$ cat src/rtl/std_logic_pkg.sv
// ---------------------------------------------------------------------------
// std_logic_pkg
// Shared definitions for the bitwise reducer family.
//   OP_*          2-bit operation codes carried alongside the data.
//   clog2         constant ceil(log2(value)), 0 for value <= 1.
//   num_levels    register levels of an n-operand tree: max(1, clog2(n)).
//   level_width   operand count entering tree level 'level' (level 0 = inputs).
//
// Identity-pass rule: when a tree level sees an odd number of operands, the
// last operand has no partner and is forwarded unchanged. This is equivalent
// to pairing it with the identity of the operation (all-ones for AND, zero
// for OR/XOR), so the result matches a flat reduction over all operands.
// ---------------------------------------------------------------------------
package std_logic_pkg;

    localparam logic [1:0] OP_AND  = 2'b00;
    localparam logic [1:0] OP_OR   = 2'b01;
    localparam logic [1:0] OP_XOR  = 2'b10;
    localparam logic [1:0] OP_NAND = 2'b11;

    function automatic int clog2(input int value);
        int r;
        for (r = 0; (1 << r) < value; r++) begin
        end
        return r;
    endfunction

    function automatic int num_levels(input int n);
        return (clog2(n) < 1) ? 1 : clog2(n);
    endfunction

    function automatic int level_width(input int n, input int level);
        int m;
        m = n;
        for (int k = 0; k < level; k++) begin
            m = (m + 1) / 2;
        end
        return m;
    endfunction

endpackage

$ cat src/rtl/std_reduce_pipe_if.sv
// ---------------------------------------------------------------------------
// std_reduce_pipe_if
// Input/output handshake bundle of the pipelined reducer.
//   in_valid/in_ready/x/op    upstream side (operands, operation select)
//   out_valid/out_ready/y     downstream side (reduction result)
// Modports: master = traffic source/sink, slave = reducer.
// ---------------------------------------------------------------------------
interface std_reduce_pipe_if #(
    parameter int N = 8,
    parameter int W = 1
);
    logic           in_valid;
    logic           in_ready;
    logic [N*W-1:0] x;
    logic [1:0]     op;
    logic           out_valid;
    logic           out_ready;
    logic [W-1:0]   y;

    modport master (
        output in_valid, x, op, out_ready,
        input  in_ready, out_valid, y
    );

    modport slave (
        input  in_valid, x, op, out_ready,
        output in_ready, out_valid, y
    );
endinterface

$ cat src/rtl/std_reduce_stage.sv
// ---------------------------------------------------------------------------
// std_reduce_stage
// One registered level of the reduction tree: M operands of W bits are
// combined pairwise into ceil(M/2) operands.
//   clk, rstn   clock, asynchronous active-low reset
//   in_vld      previous level holds valid data
//   in_op       operation travelling with that data
//   in_data     M operands, operand i = in_data[i*W +: W]
//   nxt_load    downstream consumes this level's content this cycle
//   ready       this level loads from the previous one this cycle
//   vld/op/data registered level content (data inverted for NAND when LAST)
// ---------------------------------------------------------------------------
module std_reduce_stage
    import std_logic_pkg::*;
#(
    parameter int M    = 2,
    parameter int W    = 1,
    parameter bit LAST = 1'b0
) (
    input  logic                   clk,
    input  logic                   rstn,
    input  logic                   in_vld,
    input  logic [1:0]             in_op,
    input  logic [M*W-1:0]         in_data,
    input  logic                   nxt_load,
    output logic                   ready,
    output logic                   vld,
    output logic [1:0]             op,
    output logic [((M+1)/2)*W-1:0] data
);
    localparam int MO = (M + 1) / 2;

    logic              vld_d, vld_q;
    logic [1:0]        op_d, op_q;
    logic [MO*W-1:0]   data_d, data_q;
    logic [2*MO*W-1:0] pad;

    // NAND reduces like AND; its inversion happens at the tree output.
    function automatic logic [W-1:0] reduce_pair(input logic [W-1:0] a,
                                                 input logic [W-1:0] b,
                                                 input logic         has_b,
                                                 input logic [1:0]   sel);
        logic [W-1:0] r;
        if (!has_b) begin
            r = a;
        end else begin
            case (sel)
                OP_OR:   r = a | b;
                OP_XOR:  r = a ^ b;
                default: r = a & b;
            endcase
        end
        return r;
    endfunction

    always_comb begin
        // A level accepts when empty or when its content moves on this cycle.
        ready  = !vld_q || nxt_load;
        vld_d  = ready ? in_vld : vld_q;
        op_d   = op_q;
        data_d = data_q;
        pad    = '0;
        pad[M*W-1:0] = in_data;
        if (ready && in_vld) begin
            op_d = in_op;
            for (int j = 0; j < MO; j++) begin
                data_d[j*W +: W] = reduce_pair(pad[2*j*W +: W], pad[(2*j+1)*W +: W],
                                               (2*j + 1) < M, in_op);
            end
        end
    end

    always_ff @(posedge clk or negedge rstn) begin
        if (!rstn) begin
            vld_q  <= 1'b0;
            op_q   <= OP_AND;
            data_q <= '0;
        end else begin
            vld_q  <= vld_d;
            op_q   <= op_d;
            data_q <= data_d;
        end
    end

    assign vld  = vld_q;
    assign op   = op_q;
    assign data = (LAST && op_q == OP_NAND) ? ~data_q : data_q;

endmodule

$ cat src/rtl/std_reduce_pipe.sv
// ---------------------------------------------------------------------------
// std_reduce_pipe
// Pipelined N-operand bitwise reduction (AND/OR/XOR/NAND) of W-bit operands,
// one register level per tree level, latency max(1, clog2(N)) cycles.
//   clk    clock, rising edge
//   rstn   asynchronous active-low reset
//   bus    std_reduce_pipe_if.slave: in_valid/in_ready/x/op, out_valid/out_ready/y
//   cnt    completed output transfers, saturating at 16'hFFFF
// Optional feature macro STD_REDUCE_STATS_EN: enables the cnt counter;
// without it cnt is tied to zero.
// ---------------------------------------------------------------------------
module std_reduce_pipe
    import std_logic_pkg::*;
#(
    parameter int N = 8,
    parameter int W = 1
) (
    input  logic             clk,
    input  logic             rstn,
    std_reduce_pipe_if.slave bus,
    output logic [15:0]      cnt
);
    localparam int L = num_levels(N);

    for (genvar k = 0; k < L; k++) begin : g_lvl
        localparam int M  = level_width(N, k);
        localparam int MO = (M + 1) / 2;

        logic            in_vld;
        logic [1:0]      in_op;
        logic [M*W-1:0]  in_data;
        logic            nxt_load;
        logic            ready;
        logic            vld;
        logic [1:0]      op;
        logic [MO*W-1:0] data;

        if (k == 0) begin : g_head
            assign in_vld  = bus.in_valid;
            assign in_op   = bus.op;
            assign in_data = bus.x;
        end else begin : g_link
            assign in_vld  = g_lvl[k-1].vld;
            assign in_op   = g_lvl[k-1].op;
            assign in_data = g_lvl[k-1].data;
        end

        // Stall chain: a level drains when the next one is ready, the last
        // level when the consumer takes the result.
        if (k == L - 1) begin : g_tail
            assign nxt_load = bus.out_ready;
        end else begin : g_mid
            assign nxt_load = g_lvl[k+1].ready;
        end

        std_reduce_stage #(
            .M    (M),
            .W    (W),
            .LAST (k == L - 1)
        ) u_stage (
            .clk      (clk),
            .rstn     (rstn),
            .in_vld   (in_vld),
            .in_op    (in_op),
            .in_data  (in_data),
            .nxt_load (nxt_load),
            .ready    (ready),
            .vld      (vld),
            .op       (op),
            .data     (data)
        );
    end

    assign bus.in_ready  = g_lvl[0].ready;
    assign bus.out_valid = g_lvl[L-1].vld;
    assign bus.y         = g_lvl[L-1].data;

`ifdef STD_REDUCE_STATS_EN
    logic [15:0] cnt_d, cnt_q;

    always_comb begin
        cnt_d = cnt_q;
        if (g_lvl[L-1].vld && bus.out_ready && cnt_q != 16'hFFFF) begin
            cnt_d = cnt_q + 16'd1;
        end
    end

    always_ff @(posedge clk or negedge rstn) begin
        if (!rstn) begin
            cnt_q <= 16'd0;
        end else begin
            cnt_q <= cnt_d;
        end
    end

    assign cnt = cnt_q;
`else
    assign cnt = 16'd0;
`endif

endmodule

$ cat src/flat_wrapper.sv
// flat-port wrapper written by rule: the top's interface ports become plain ports
module std_reduce_pipe_flat import std_logic_pkg::*;
#(
    parameter int N = 8,
    parameter int W = 1
)
  (clk, rstn, cnt, bus_in_valid, bus_x, bus_op, bus_out_ready, bus_in_ready, bus_out_valid, bus_y);
  std_reduce_pipe_if #(.N(N), .W(W)) bus_i ();
  input  logic clk;
  input  logic rstn;
  output logic [15:0] cnt;
  input wire logic [$bits(bus_i.in_valid)-1:0] bus_in_valid;
  input wire logic [$bits(bus_i.x)-1:0] bus_x;
  input wire logic [$bits(bus_i.op)-1:0] bus_op;
  input wire logic [$bits(bus_i.out_ready)-1:0] bus_out_ready;
  output wire logic [$bits(bus_i.in_ready)-1:0] bus_in_ready;
  output wire logic [$bits(bus_i.out_valid)-1:0] bus_out_valid;
  output wire logic [$bits(bus_i.y)-1:0] bus_y;
  assign bus_i.in_valid = bus_in_valid;
  assign bus_i.x = bus_x;
  assign bus_i.op = bus_op;
  assign bus_i.out_ready = bus_out_ready;
  assign bus_in_ready = bus_i.in_ready;
  assign bus_out_valid = bus_i.out_valid;
  assign bus_y = bus_i.y;
  std_reduce_pipe #(.N(N), .W(W)) u_core (.clk(clk), .rstn(rstn), .bus(bus_i), .cnt(cnt));
endmodule
$ cat config.mk
export PLATFORM = sky130hd
export DESIGN_NAME = std_reduce_pipe_flat
export DESIGN_NICKNAME = d
export VERILOG_FILES = /design/src/rtl/std_logic_pkg.sv /design/src/rtl/std_reduce_pipe_if.sv /design/src/rtl/std_reduce_stage.sv /design/src/rtl/std_reduce_pipe.sv /design/src/flat_wrapper.sv
export SDC_FILE = /design/constraint.sdc
export NUM_CORES = 1
export LEC_CHECK = 0
export CAP_MARGIN = 15
export CORE_MARGIN = 3
export CORE_UTILIZATION = 50
export CTS_CLUSTER_SIZE = 25
export DETAILED_ROUTE_END_ITERATION = 12
export DONT_BUFFER_PORTS = 1
export MAX_ROUTING_LAYER = met4
export PLACE_DENSITY = 0.68
export SYNTH_ARGS = -nofsm -noshare
export SYNTH_HDL_FRONTEND = slang
export SYNTH_SLANG_ARGS = --single-unit
$ cat constraint.sdc
create_clock -name clk -period 1.5 [get_ports clk]
set_input_delay 0.225 -clock clk [delete_from_list [all_inputs] [get_ports clk]]
set_output_delay 0.225 -clock clk [all_outputs]
set_load 0.01 [all_outputs]
## Yosys cells after proc, flatten, opt, wreduce, memory -nomap -nowiden

Index checks and enable logic that the tools add are counted.

| cells by class | value |
|---|---|
| eq/ne operators | 7 |
| mux-type cells | 8 |
| bitwise operators | 22 |
| reductions and logical operators | 9 |

Operators with widths:

| operator | count |
|---|---|
| 1-bit one-hot mux with 2 select lines | 7 |
| 2-bit equality test (second input constant) | 4 |
| 1-bit bitwise AND | 7 |
| 1-bit OR | 7 |
| 1-bit XOR | 7 |
| 2-bit by 1-bit equality test with 1-bit output (second input constant) | 3 |
| 1-bit logical AND | 3 |
| 1-bit logical NOT | 3 |
| 1-bit logical OR | 3 |
| 1-bit two-way mux | 1 |
| 1-bit NOT | 1 |

| word-level totals | value |
|---|---|
| flip-flop bits (word level) | 16 |
| input bits | 14 |
| output and inout bits | 19 |
| word-level logic and storage cells | 55 |

## Longest topological paths before layout

| depth | value |
|---|---|
| depth after elaboration | 5 |
| depth in mapped cells | 5 |
| mapped depth without buffers | 5 |

## Modules after synthesis

From an unflattened synthesis, not the netlist that was laid out.

| second synthesis, totals | value |
|---|---|
| cell total of the unflattened synthesis | 126 |
| area total of the unflattened synthesis | 1280.0 um^2 |

By module, submodules not included:

| module | instances | cells each | area each (um^2) | sequential area each (um^2) |
|---|---|---|---|---|
| std_reduce_stage at u_core.g_lvl[0].u_stage | 1 | 53 | 533.0 | 175.2 |
| std_reduce_stage at u_core.g_lvl[1].u_stage | 1 | 32 | 350.3 | 125.1 |
| std_reduce_stage at u_core.g_lvl[2].u_stage | 1 | 24 | 272.8 | 100.1 |
| std_reduce_pipe | 1 | 17 | 123.9 | 0.0 |

## Worst setup path before layout

Ideal clock, no wire load.

| timing | value |
|---|---|
| path kind | flip-flop to flip-flop |
| from | register u_core.g_lvl[0].u_stage.op_q[0] |
| to | register u_core.g_lvl[1].u_stage.data_q[0] |
| setup time | 0.128 ns |
| data arrival time | 0.997 ns |
| required time | 1.372 ns |
| setup slack | 0.375 ns |
| cell stages (with the launch flop) | 5 |
| buffers on the path | 0 |
| clock period less this slack | 1.125 ns |
| path through | dfrtp_1 > inv_1 > ha_1 > a221oi_1 > o2bb2ai_1 |

| on the way | value |
|---|---|
| longest elaborated chain between the ends | 2 |
| elaborated cells between the ends (all ways) | 3 |
| those cells by class | 2 x eq/ne; 1 x mux |

RTL lines:

| what | line | RTL |
|---|---|---|
| start, declared | std_reduce_stage.sv:34 | `logic [1:0] op_d, op_q;` |
| start signal, assigned | std_reduce_stage.sv:80 | `op_q <= op_d;` |
| 2-bit equality test or 2-bit by 1-bit equality test with 1-bit output (tied branches) | std_reduce_stage.sv:47 | `case (sel)` |
| 1-bit one-hot mux with 2 select lines * | std_reduce_stage.sv:47 |  |
| end signal, assigned | std_reduce_stage.sv:81 | `data_q <= data_d;` |
| end, declared | std_reduce_stage.sv:35 | `logic [MO*W-1:0] data_d, data_q;` |

Mark *: on every way between the ends. The rest lies on a longest branch, timed or not.
A chain may end at the register's enable or synchronous reset.

## Worst setup path after layout

| timing | value |
|---|---|
| from | register u_core.g_lvl[0].u_stage.data_q[0] |
| to | register u_core.g_lvl[1].u_stage.data_q[0] |

| on the way | value |
|---|---|
| longest elaborated chain between the ends | 2 |
| elaborated cells between the ends (all ways) | 4 |
| those cells by class | 1 x mux; 3 x bitwise |

RTL lines:

| what | line | RTL |
|---|---|---|
| start, declared | std_reduce_stage.sv:35 |  |
| start signal, assigned | std_reduce_stage.sv:81 |  |
| 1-bit bitwise AND (tied with other cells) | std_reduce_stage.sv:50 | `default: r = a & b;` |
| 1-bit one-hot mux with 2 select lines * | std_reduce_stage.sv:47 |  |

Marks and branches as above.

==> results.yml <==
detailed_routing:
  drt_wl_total_um: 1818
  vias: 803
  avgViaCountPerCell: 5.147
  ant_nets: 0
  detail_route.iter0.violations: 2
  dr.pass1.iters: 4
  post_drt_wl_per_cell_um: 11.65
  drc_errors: 0
floorplan:
  core_area_um2: 2276
  die_h_um: 55.62
  start_util_pct: 54.10
  pin_count: 33
  die_area_um2: 3094
  die_x_um: 55.62
  rows: 17
timing:
  finClkSkew_ns: 0.007060
  grt_setup_unrepaired: "no"
  fin_crit_ns: 1.241
  worstMarginPinSlew_ns: 0.7149
  setup_viol: 0
  slew_viol_final: 0
  hold_violations: 0
  slew_headroom_pct: 52.18
  clock.fmax_ghz: 0.8060
  fin_crit_sh_pct: 82.72
  fin_setup_tns_ns: 0
clock_network:
  cts.path.max_buffers: 2
  clk_latency_ns: 0.29
  cts_buffers: 3
  cts_tree: "done"
  htree_levels: 1
  numClockSinks: 16
  root_buffer: "clkbuf_4"
  clk_pin_slew_ns: 0.09
  post_cts_resized: 0
setup_path:
  critPathLaunchType: "flip-flop"
  reg2reg_from: "u_core.g_lvl[0].u_stage.data[0]"
  cp.depth: 4
  reg2reg_depth: 4
  startpoint: "u_core.g_lvl[0].u_stage.data[0]"
  cp_max_fo: 3
  slowest_delay_ns: 0.38
  cp.arrival_ns: 1.42
  cp.required_ns: 1.68
  worstPathBufferInverterCount: 1
  crit_chain: "inv_1, ha_1, a221oi_1, o2bb2ai_1"
  crit_slowest_cell: "dfrtp_1"
  r2r_setup_slack_ns: 0.26
  cp_top_family: "compound AO/OA/AOI/OAI gates"
  reg2reg_to: "u_core.g_lvl[1].u_stage.data[0]"
  end_kind: "flip-flop"
  worstSetupPathType: "reg2reg"
  crit_end: "u_core.g_lvl[1].u_stage.data[0]"
cells_and_area:
  fin_util_pct: 54.26
  layout_common_cells: "inv_1 (27), ha_1 (20), conb_1 (16), dfrtp_1 (16), nand2b_1 (10)"
  fin_nets: 164
  final_common_cell: "inv_1"
  nFillCells: 217
  antenna_cells: 0
  post_route_cells_drive_above_1_share_pct: 6.250
  area_growth_pct: 0.3045
power_and_ir_drop:
  power.leakage_uw: 0.0006768
  irDropWorstVdd_mv: 0.5435
  power_density_nw_per_um2: 1031
yosys:
  yosysWarnings: 0
  syn_area_um2: 1231
  ys_top_cells_by_area: "dfrtp_1 (33%), ha_1 (20%), buf_4 (9.8%)"
  syn-mean-instance-area_um2: 9.849
  synth_top_area_share_pct: 32.52
  synth_cells: 125
  synth-seq-cells: 16
  synth_cell_types: 18
  yosysSeqAreaShare_pct: 32.52
  yosys.area.top_type: "dfrtp_1"
placement:
  dp_hpwl_um: 1525
  numPortBuffers: 0
  gp_congestion: 0.8325
status:
  status: "finished, final reports clean"
grt:
  antenna_found_initial: 0
  grt_usage_pct: 13.12
  grt_overflow: 0
  grt_pass1_wl_um: 3167
  grt_pass1_vias: 795
  grt_max_degree: 17
worst_hold_path:
  min_path_type: "in2reg"
job:
  max_cap_violations: 0
[cell type report]
cell class	instances	area [um^2]	share of cell area (%)
Clock buffer	3	22.52	1.824
Inverter	27	101.3	8.207
Multi-Input combinational cell	81	665.6	53.90
Sequential cell	16	400.4	32.42
Tap cell	28	35.03	2.837
Timing Repair Buffer	1	10.01	0.8105
[worst min-delay path by stage]
stage	startpoint	end	slack, ns	depth (start not counted)
2_1_floorplan	rstn	u_core.g_lvl[0].u_stage.data[0]	-0.07	0
6_report	bus_in_valid	u_core.g_lvl[0].u_stage.vld	0.03	1
5_1_grt	bus_in_valid	u_core.g_lvl[0].u_stage.vld	0.03	1
3_5_place_dp	rstn	u_core.g_lvl[2].u_stage.op[1]	-0.07	0
4_1_cts	bus_in_valid	u_core.g_lvl[0].u_stage.vld	0.03	1
3_3_place_gp	rstn	u_core.g_lvl[2].u_stage.op[1]	-0.07	0
[cells in the mapped netlist (all sizes together)]
cell	instances
a221oi	7
buf	16
conb	1
dfrtp	16
ha	20
inv	27
mux2	2
mux2i	4
nand2	4
nand2b	10
nand3	7
nand3b	1
nand4b	1
o2bb2ai	7
or2b	1
xnor2	1
[kinds of logic after synthesis]
| logic type | synth area share [%] |
|---|---|
| compound gates | 9.960 |
| xor+xnor | 0.7115 |
| simple gates | 13.11 |
| buf+inv | 17.99 |
| fa+ha+maj | 20.33 |
| flops | 32.52 |
| mux | 5.081 |
| other cells | 0.3046 |
[state kept, by name, summed over array words and instances, names as in the netlist]
signal and count:
u_core.g_lvl.u_stage.data 6, u_core.g_lvl.u_stage.data_q 1, u_core.g_lvl.u_stage.op 6, u_core.g_lvl.u_stage.vld 3
[power by group]
group          internal [uW]  leakage, uW  switching, uW
Clock                   93.3    0.0000138            135
Sequential               535     0.000190           78.7
Combinational            203     0.000473            229
[per-stage QoR]
| step | setup WS [ns] | area [um^2] | cells | power [uW] | hold slack (ns) |
|---|---|---|---|---|---|
| 2_1_floorplan | 0.3755 | 1287 | 140 | 997.3 | -0.07059 |
| 3_3_place_gp | 0.2997 | 1202 | 152 | 1035 | -0.07020 |
| 3_5_place_dp | 0.2622 | 1202 | 152 | 1054 | -0.07014 |
| 4_1_cts | 0.2401 | 1235 | 156 | 1295 | 0.02754 |
| 5_1_grt | 0.1165 | 1235 | 156 | 1391 | 0.02950 |
| 6_report | 0.2593 | 1235 | 156 | 1274 | 0.03008 |
[per-layer routing]
layer / wire length, um / GRT usage, % / vias to the layer above
met5: 0 / - / -
met4: 45 / 7.292 / 0
met3: 146 / 3.712 / 5
met2: 935 / 22.30 / 29
met1: 691 / 13.56 / 384
li1: - / - / 385
[timing repair]
action | in CTS | in global routing
hold buffers | 1 | 0
setup buffers | 0 | 0
endpoints found under the hold margin | 16 | 0
Power figures use the tool's default switching activity.
